<file path="src/rtl/pipeline_ctrl_pkg.sv">
// Shared types and constants for the pipeline hazard/stall controller.
package pipeline_ctrl_pkg;

    typedef enum logic [1:0] {
        ST_RUN      = 2'd0,
        ST_MEM_WAIT = 2'd1,
        ST_ERROR    = 2'd2
    } state_e;

    localparam int DEFAULT_MEM_TIMEOUT = 255;
    localparam int WAIT_CNT_W          = 8;
    localparam int REG_ADDR_W          = 5;

endpackage

</file>
<file path="src/rtl/pipeline_ctrl_if.sv">
// Pipeline-side signals of the controller: hazard inputs from ID/EX/MEM
// and the register enables, flushes and status going back to the datapath.
interface pipeline_ctrl_if #(
    parameter int STALL_CNT_W = 16
);
    import pipeline_ctrl_pkg::*;

    logic [REG_ADDR_W-1:0]  ID_Rs;
    logic [REG_ADDR_W-1:0]  ID_Rt;
    logic                   ID_UsesRt;
    logic                   EX_MemRead;
    logic [REG_ADDR_W-1:0]  EX_WriteRegister;
    logic                   EX_BranchTaken;
    logic                   MEM_Req;
    logic                   MEM_Ready;

    logic                   PC_Enable;
    logic                   IF_ID_Enable;
    logic                   ID_EX_Enable;
    logic                   EX_MEM_Enable;
    logic                   MEM_WB_Enable;
    logic                   IF_ID_Flush;
    logic                   ID_EX_Flush;
    logic                   MemError;
    logic [STALL_CNT_W-1:0] StallCount;

    // Datapath side: drives hazard inputs, consumes enables/flushes.
    modport master (
        output ID_Rs, ID_Rt, ID_UsesRt, EX_MemRead, EX_WriteRegister,
               EX_BranchTaken, MEM_Req, MEM_Ready,
        input  PC_Enable, IF_ID_Enable, ID_EX_Enable, EX_MEM_Enable,
               MEM_WB_Enable, IF_ID_Flush, ID_EX_Flush, MemError, StallCount
    );

    // Controller side.
    modport slave (
        input  ID_Rs, ID_Rt, ID_UsesRt, EX_MemRead, EX_WriteRegister,
               EX_BranchTaken, MEM_Req, MEM_Ready,
        output PC_Enable, IF_ID_Enable, ID_EX_Enable, EX_MEM_Enable,
               MEM_WB_Enable, IF_ID_Flush, ID_EX_Flush, MemError, StallCount
    );

endinterface

</file>
<file path="src/rtl/pipeline_ctrl_hazard_detect.sv">
// Combinational load-use and taken-branch decode.
module hazard_detect
    import pipeline_ctrl_pkg::*;
(
    input  logic [REG_ADDR_W-1:0] id_rs_i,
    input  logic [REG_ADDR_W-1:0] id_rt_i,
    input  logic                  id_uses_rt_i,
    input  logic                  ex_mem_read_i,
    input  logic [REG_ADDR_W-1:0] ex_write_reg_i,
    input  logic                  ex_branch_taken_i,
    output logic                  load_use_o,
    output logic                  branch_o
);

    // Register 0 is hardwired, so a load targeting it never creates a hazard.
    always_comb begin
        load_use_o = ex_mem_read_i
                   && (ex_write_reg_i != '0)
                   && ((ex_write_reg_i == id_rs_i)
                       || (id_uses_rt_i && (ex_write_reg_i == id_rt_i)));
        branch_o   = ex_branch_taken_i;
    end

endmodule

</file>
<file path="src/rtl/pipeline_ctrl.sv">
// Pipeline stall/flush controller with memory-wait timeout and stall counter.
//
//   state       | meaning
//   ------------+----------------------------------------------------
//   ST_RUN      | normal issue; hazards handled combinationally
//   ST_MEM_WAIT | data memory busy; wait_q counts consecutive wait cycles
//   ST_ERROR    | memory timed out; pipeline frozen until reset
module pipeline_ctrl
    import pipeline_ctrl_pkg::*;
#(
    parameter int MEM_TIMEOUT = DEFAULT_MEM_TIMEOUT,
    parameter int STALL_CNT_W = 16
) (
    input  logic           clk,
    input  logic           reset,
    pipeline_ctrl_if.slave bus
);

    localparam logic [WAIT_CNT_W-1:0] TIMEOUT_CNT = WAIT_CNT_W'(MEM_TIMEOUT);

    state_e                 state_q, state_d;
    logic [WAIT_CNT_W-1:0]  wait_q, wait_d;
    logic [STALL_CNT_W-1:0] stall_q, stall_d;

    logic mem_wait;
    logic load_use;
    logic branch;

    logic pc_en, if_id_en, id_ex_en, ex_mem_en, mem_wb_en;
    logic if_id_flush, id_ex_flush;

    hazard_detect u_hazard_detect (
        .id_rs_i           (bus.ID_Rs),
        .id_rt_i           (bus.ID_Rt),
        .id_uses_rt_i      (bus.ID_UsesRt),
        .ex_mem_read_i     (bus.EX_MemRead),
        .ex_write_reg_i    (bus.EX_WriteRegister),
        .ex_branch_taken_i (bus.EX_BranchTaken),
        .load_use_o        (load_use),
        .branch_o          (branch)
    );

    assign mem_wait = bus.MEM_Req & ~bus.MEM_Ready;

    // Enables/flushes by priority ERROR > memory wait > branch > load-use;
    // reset forces everything low without waiting for a clock.
    always_comb begin
        pc_en       = 1'b1;
        if_id_en    = 1'b1;
        id_ex_en    = 1'b1;
        ex_mem_en   = 1'b1;
        mem_wb_en   = 1'b1;
        if_id_flush = 1'b0;
        id_ex_flush = 1'b0;
        if (!reset || (state_q == ST_ERROR) || mem_wait) begin
            pc_en     = 1'b0;
            if_id_en  = 1'b0;
            id_ex_en  = 1'b0;
            ex_mem_en = 1'b0;
            mem_wb_en = 1'b0;
        end else if (branch) begin
            if_id_flush = 1'b1;
            id_ex_flush = 1'b1;
        end else if (load_use) begin
            pc_en       = 1'b0;
            if_id_en    = 1'b0;
            id_ex_flush = 1'b1;
        end
    end

    // Next-state and wait-counter logic; wait_q stops at TIMEOUT_CNT so it
    // can never wrap.
    always_comb begin
        state_d = state_q;
        wait_d  = wait_q;
        case (state_q)
            ST_RUN: begin
                if (mem_wait) begin
                    state_d = ST_MEM_WAIT;
                    wait_d  = WAIT_CNT_W'(1);
                end
            end
            ST_MEM_WAIT: begin
                if (!mem_wait) begin
                    state_d = ST_RUN;
                    wait_d  = '0;
                end else if (wait_q == TIMEOUT_CNT) begin
                    state_d = ST_ERROR;
                end else begin
                    wait_d = wait_q + WAIT_CNT_W'(1);
                end
            end
            ST_ERROR: begin
                state_d = ST_ERROR;
            end
            default: begin
                state_d = ST_RUN;
                wait_d  = '0;
            end
        endcase
    end

    // Stall counter saturates at all-ones.
    always_comb begin
        stall_d = stall_q;
        if (!pc_en && (stall_q != '1)) begin
            stall_d = stall_q + STALL_CNT_W'(1);
        end
    end

    // State and counter registers.
    always_ff @(posedge clk or negedge reset) begin
        if (!reset) begin
            state_q <= ST_RUN;
            wait_q  <= '0;
            stall_q <= '0;
        end else begin
            state_q <= state_d;
            wait_q  <= wait_d;
            stall_q <= stall_d;
        end
    end

    assign bus.PC_Enable     = pc_en;
    assign bus.IF_ID_Enable  = if_id_en;
    assign bus.ID_EX_Enable  = id_ex_en;
    assign bus.EX_MEM_Enable = ex_mem_en;
    assign bus.MEM_WB_Enable = mem_wb_en;
    assign bus.IF_ID_Flush   = if_id_flush;
    assign bus.ID_EX_Flush   = id_ex_flush;
    assign bus.MemError      = reset && (state_q == ST_ERROR);
    assign bus.StallCount    = stall_q;

endmodule

</file>
<file path="src/flat_wrapper.sv">
// flat-port wrapper written by rule: the top's interface ports become plain ports
module pipeline_ctrl_flat import pipeline_ctrl_pkg::*;
#(
    parameter int MEM_TIMEOUT = DEFAULT_MEM_TIMEOUT,
    parameter int STALL_CNT_W = 16
)
  (clk, reset, bus_ID_Rs, bus_ID_Rt, bus_ID_UsesRt, bus_EX_MemRead, bus_EX_WriteRegister, bus_EX_BranchTaken, bus_MEM_Req, bus_MEM_Ready, bus_PC_Enable, bus_IF_ID_Enable, bus_ID_EX_Enable, bus_EX_MEM_Enable, bus_MEM_WB_Enable, bus_IF_ID_Flush, bus_ID_EX_Flush, bus_MemError, bus_StallCount);
  pipeline_ctrl_if #(.STALL_CNT_W(STALL_CNT_W)) bus_i ();
  input  logic clk;
  input  logic reset;
  input wire logic [$bits(bus_i.ID_Rs)-1:0] bus_ID_Rs;
  input wire logic [$bits(bus_i.ID_Rt)-1:0] bus_ID_Rt;
  input wire logic [$bits(bus_i.ID_UsesRt)-1:0] bus_ID_UsesRt;
  input wire logic [$bits(bus_i.EX_MemRead)-1:0] bus_EX_MemRead;
  input wire logic [$bits(bus_i.EX_WriteRegister)-1:0] bus_EX_WriteRegister;
  input wire logic [$bits(bus_i.EX_BranchTaken)-1:0] bus_EX_BranchTaken;
  input wire logic [$bits(bus_i.MEM_Req)-1:0] bus_MEM_Req;
  input wire logic [$bits(bus_i.MEM_Ready)-1:0] bus_MEM_Ready;
  output wire logic [$bits(bus_i.PC_Enable)-1:0] bus_PC_Enable;
  output wire logic [$bits(bus_i.IF_ID_Enable)-1:0] bus_IF_ID_Enable;
  output wire logic [$bits(bus_i.ID_EX_Enable)-1:0] bus_ID_EX_Enable;
  output wire logic [$bits(bus_i.EX_MEM_Enable)-1:0] bus_EX_MEM_Enable;
  output wire logic [$bits(bus_i.MEM_WB_Enable)-1:0] bus_MEM_WB_Enable;
  output wire logic [$bits(bus_i.IF_ID_Flush)-1:0] bus_IF_ID_Flush;
  output wire logic [$bits(bus_i.ID_EX_Flush)-1:0] bus_ID_EX_Flush;
  output wire logic [$bits(bus_i.MemError)-1:0] bus_MemError;
  output wire logic [$bits(bus_i.StallCount)-1:0] bus_StallCount;
  assign bus_i.ID_Rs = bus_ID_Rs;
  assign bus_i.ID_Rt = bus_ID_Rt;
  assign bus_i.ID_UsesRt = bus_ID_UsesRt;
  assign bus_i.EX_MemRead = bus_EX_MemRead;
  assign bus_i.EX_WriteRegister = bus_EX_WriteRegister;
  assign bus_i.EX_BranchTaken = bus_EX_BranchTaken;
  assign bus_i.MEM_Req = bus_MEM_Req;
  assign bus_i.MEM_Ready = bus_MEM_Ready;
  assign bus_PC_Enable = bus_i.PC_Enable;
  assign bus_IF_ID_Enable = bus_i.IF_ID_Enable;
  assign bus_ID_EX_Enable = bus_i.ID_EX_Enable;
  assign bus_EX_MEM_Enable = bus_i.EX_MEM_Enable;
  assign bus_MEM_WB_Enable = bus_i.MEM_WB_Enable;
  assign bus_IF_ID_Flush = bus_i.IF_ID_Flush;
  assign bus_ID_EX_Flush = bus_i.ID_EX_Flush;
  assign bus_MemError = bus_i.MemError;
  assign bus_StallCount = bus_i.StallCount;
  pipeline_ctrl #(.MEM_TIMEOUT(MEM_TIMEOUT), .STALL_CNT_W(STALL_CNT_W)) u_core (.clk(clk), .reset(reset), .bus(bus_i));
endmodule
</file>
<file path="config.mk">
export PLATFORM = sky130hd
export DESIGN_NAME = pipeline_ctrl_flat
export DESIGN_NICKNAME = d
export VERILOG_FILES = /design/src/rtl/pipeline_ctrl_pkg.sv /design/src/rtl/pipeline_ctrl_if.sv /design/src/rtl/pipeline_ctrl_hazard_detect.sv /design/src/rtl/pipeline_ctrl.sv /design/src/flat_wrapper.sv
export SDC_FILE = /design/constraint.sdc
export NUM_CORES = 1
export LEC_CHECK = 0
export CORE_UTILIZATION = 31
export DETAILED_ROUTE_END_ITERATION = 16
export MAX_ROUTING_LAYER = met4
export SLEW_MARGIN = 20
export SYNTH_ARGS = -nofsm -noshare
export SYNTH_HDL_FRONTEND = slang
export SYNTH_HIERARCHICAL = 1
export SYNTH_SLANG_ARGS = --single-unit
</file>
<file path="constraint.sdc">
create_clock -name clk -period 2.5 [get_ports clk]
set_clock_uncertainty 0.05 [all_clocks]
set_input_delay 0.5 -clock clk [delete_from_list [all_inputs] [get_ports clk]]
set_output_delay 0.5 -clock clk [all_outputs]
set_load 0.02 [all_outputs]
</file>
==> impl_metrics.csv <==
group,metric,value,unit
setup_path,rr_worst_depth,5,
global_routing,antenna_found_initial,0,
drt,drcViolationCount,0,
setup_path,critPathMaxStageDelay,0.54,ns
synthesis,syn_inst,166,
setup_path,critPathBufInv,2,
clocking,cts_root_buffer,"clkbuf_8",
setup_path,r2r_setup_slack,0.68,ns
floorplan,ioPinCount,46,
timing,fin_setup_tns,0,ns
global_routing,track_usage,14.3,%
layout,fillerInstances,511,
timing,whs,0.452,ns
synthesis,synth_edf_count,0,
synthesis,synthesis.nets,190,
power_and_ir_drop,power,1.40,mW
clocking,cts_max_level,1,
global_routing,grt_pass1_wl,6.01,mm
timing,fmax,411,MHz
synthesis,synthArstFlopShare,100,%
timing,fin_crit,2.43,ns
placement,io_buffers,45,
hold_path,hp-start,"u_core/bus.StallCount[5]",
power_and_ir_drop,p_leak,0.985,nW
placement,place_congestion,0.821,
drt,dr.first_iter.drc_count,88,
timing,setup_ws,0.0686,ns
run,drv.max_cap_violation_count,0,
floorplan,start_util,32.6,%
floorplan,fp.dieArea,5730,µm²
timing,slew_viol_final,0,
synthesis,yosysSeqAreaShare,38.6,%
timing,rsz0062_at_grt,"no",
clocking,clock_latency,0.27,ns
setup_path,cpMaxStageDelayCell,"or4_4",
floorplan,core,5170,µm²
synthesis,syn_avg_cell_area,10.1,µm²
layout,fin_nets,250,
setup_path,path_class,"input port to primary output",
drt,drt-total-wl,3.69,mm
timing,hold_viol_final,0,
clocking,tritoncts,"done",
status,status,"completed",
drt,drt_first_pass_iters,4,
clocking,cts.clk_slew.worst_paths,0.09,ns
drt,routedWlPerCell,12.6,µm
layout,areaGrowthSynthToFinish,38.9,%
timing,period_share,97.3,%
clocking,hold_buffers,0,
placement,hpwl,2.82,mm
clocking,numCtsBuffers,3,
synthesis,synth_warnings,6,
placement,dp_slack,-0.633,ns
hold_path,hold_depth,1,
drt,vias,1461,
setup_path,cp_top_family,"simple AND/OR/NAND/NOR gates",
layout,diodes,0,
floorplan,dieWidth,75.7,µm
setup_path,r2r_end,"u_core/bus.StallCount[1]",
setup_path,r2r_start,"u_core/bus.StallCount[0]",
synthesis,synth_flop_cell,"dfrtp_1",
layout,final_util,45.2,%
global_routing,grt_overflow,0,
timing,worst_slew_pin_slew,0.260,ns
setup_path,cp.arrival,1.88,ns
layout,layout_common_cells,"clkdlybuf4s50_1 (26), dfrtp_1 (26), buf_4 (15)",
synthesis,ys_types,46,
floorplan,rows,26,
floorplan,die_y,75.7,µm
timing,setup_viol,0,
setup_path,worst_setup_path_start_kind,"input port",
setup_path,crit_chain,"clkdlybuf4s15_1 > or4_4 > o21ai_2 > a21oi_2 > o21a_1 > clkdlybuf4s15_2",
setup_path,worstSetupEndpointType,"primary output",
power_and_ir_drop,power.density,597,nW/µm²
global_routing,grt_max_degree,19,
layout,drive_gt1_share,19.6,%
synthesis,syn_area,1680,µm²
clocking,cts.sinks,26,
setup_path,crit_path_max_fanout,2,
timing,relSlewSlack,82.5,%
global_routing,grt_pass1_vias,1329,
setup_path,cp_data_required_time,1.95,ns
power_and_ir_drop,ir_drop,0.000338,V
drt,antenna_left,0,
hold_path,hold_path_end,"u_core/bus.StallCount[5]",
hold_path,holdCritPathClass,"flip-flop to flip-flop",
synthesis,ys_ff_latch,26,
setup_path,cp.depth,6,
clocking,clock_path_buffers,2,
drt,viasPerCell,4.97,
synth_stat cells, drive strengths merged, types with 4 or more instances:
master  number  share of area (%)
a21oi        4                1.2
and2         5                1.9
and3         6                2.2
and4         5                2.9
buf          6                3.3
dfrtp       26                 39
nand2       12                2.7
nand2b       4                1.5
nand3       11                3.3
nand4        7                3.5
nor2         4                1.3
nor4         5                3.3
o21ai        7                2.1
or3          4                1.5
xnor2       10                5.2
xor2        13                6.8
layout make-up:
cell class	instances	area (µm²)	area share, %
timing repair buffer	62	576	24.6
tap	70	87.6	3.74
clock buffer	3	41.3	1.76
inverter	4	20.0	0.856
sequential	26	651	27.8
multi-input combinational	129	965	41.2
logic make-up after synthesis:
kind of cell | count (synthesis) | share of synthesized area [%]
buffers and inverters | 11 | 4.75
muxes | 4 | 2.82
adders and majority gates | 2 | 1.49
and+or+nand+nor | 75 | 30.7
xor gates and xnor gates | 23 | 12.0
DFF | 26 | 38.6
AOI/OAI and AO/OA | 25 | 9.66
worst register-to-register path: cells and delay by family, from the launching register on:
kind | cells | cell delay [ns]
and+or+nand+nor | 3 | 0.58
adders and majority gates | 1 | 0.34
muxes | 1 | 0.29
DFF | 1 | 0.45
what timing repair did:
action	4_1_cts	5_1_grt
pin swaps	7	5
buffers inserted	0	0
resized for setup	30	14
endpoints found under the setup margin	11	3
flip-flops by register name (all words and copies together), names as in the netlist:
signal,count
u_core/bus.StallCount,16
u_core/wait_q,8
u_core/state_q,2
worst max path at each step:
| stage | startpoint | endpoint | slack [ns] |
|---|---|---|---|
| 3_3_place_gp | bus_EX_WriteRegister[4] | bus_IF_ID_Enable | -0.62 |
| 4_1_cts | bus_EX_WriteRegister[4] | bus_IF_ID_Enable | 0.007 |
| 3_5_place_dp | bus_EX_WriteRegister[1] | bus_IF_ID_Enable | -0.63 |
| 2_1_floorplan | bus_EX_WriteRegister[1] | bus_PC_Enable | 0.16 |
| 5_1_grt | bus_EX_WriteRegister[2] | bus_ID_EX_Flush | 0.02 |
| 6_report | bus_EX_WriteRegister[2] | bus_ID_EX_Flush | 0.07 |
through the flow:
step | std cells | instance area [µm²]
floorplan | 166 | 1680
global placement | 291 | 2290
detailed placement | 291 | 2290
CTS | 294 | 2330
global route | 294 | 2340
finish | 294 | 2340
power by group:
part,internal [mW],leakage (nW),switching (mW)
logic,0.288,0.627,0.272
registers,0.495,0.336,0.101
clock network,0.108,0.0216,0.134
total,0.891,0.985,0.507
routing by layer:
metal / wire, µm / global-route usage [%] / vias to the layer above
met2: 1680 / 21.9 / 41
li1: - / - / 729
met1: 1780 / 19.2 / 689
met3: 191 / 1.32 / 2
met4: 40 / 6.17 / 0
met5: 0 / - / -
(Power assumes the default switching activity.)
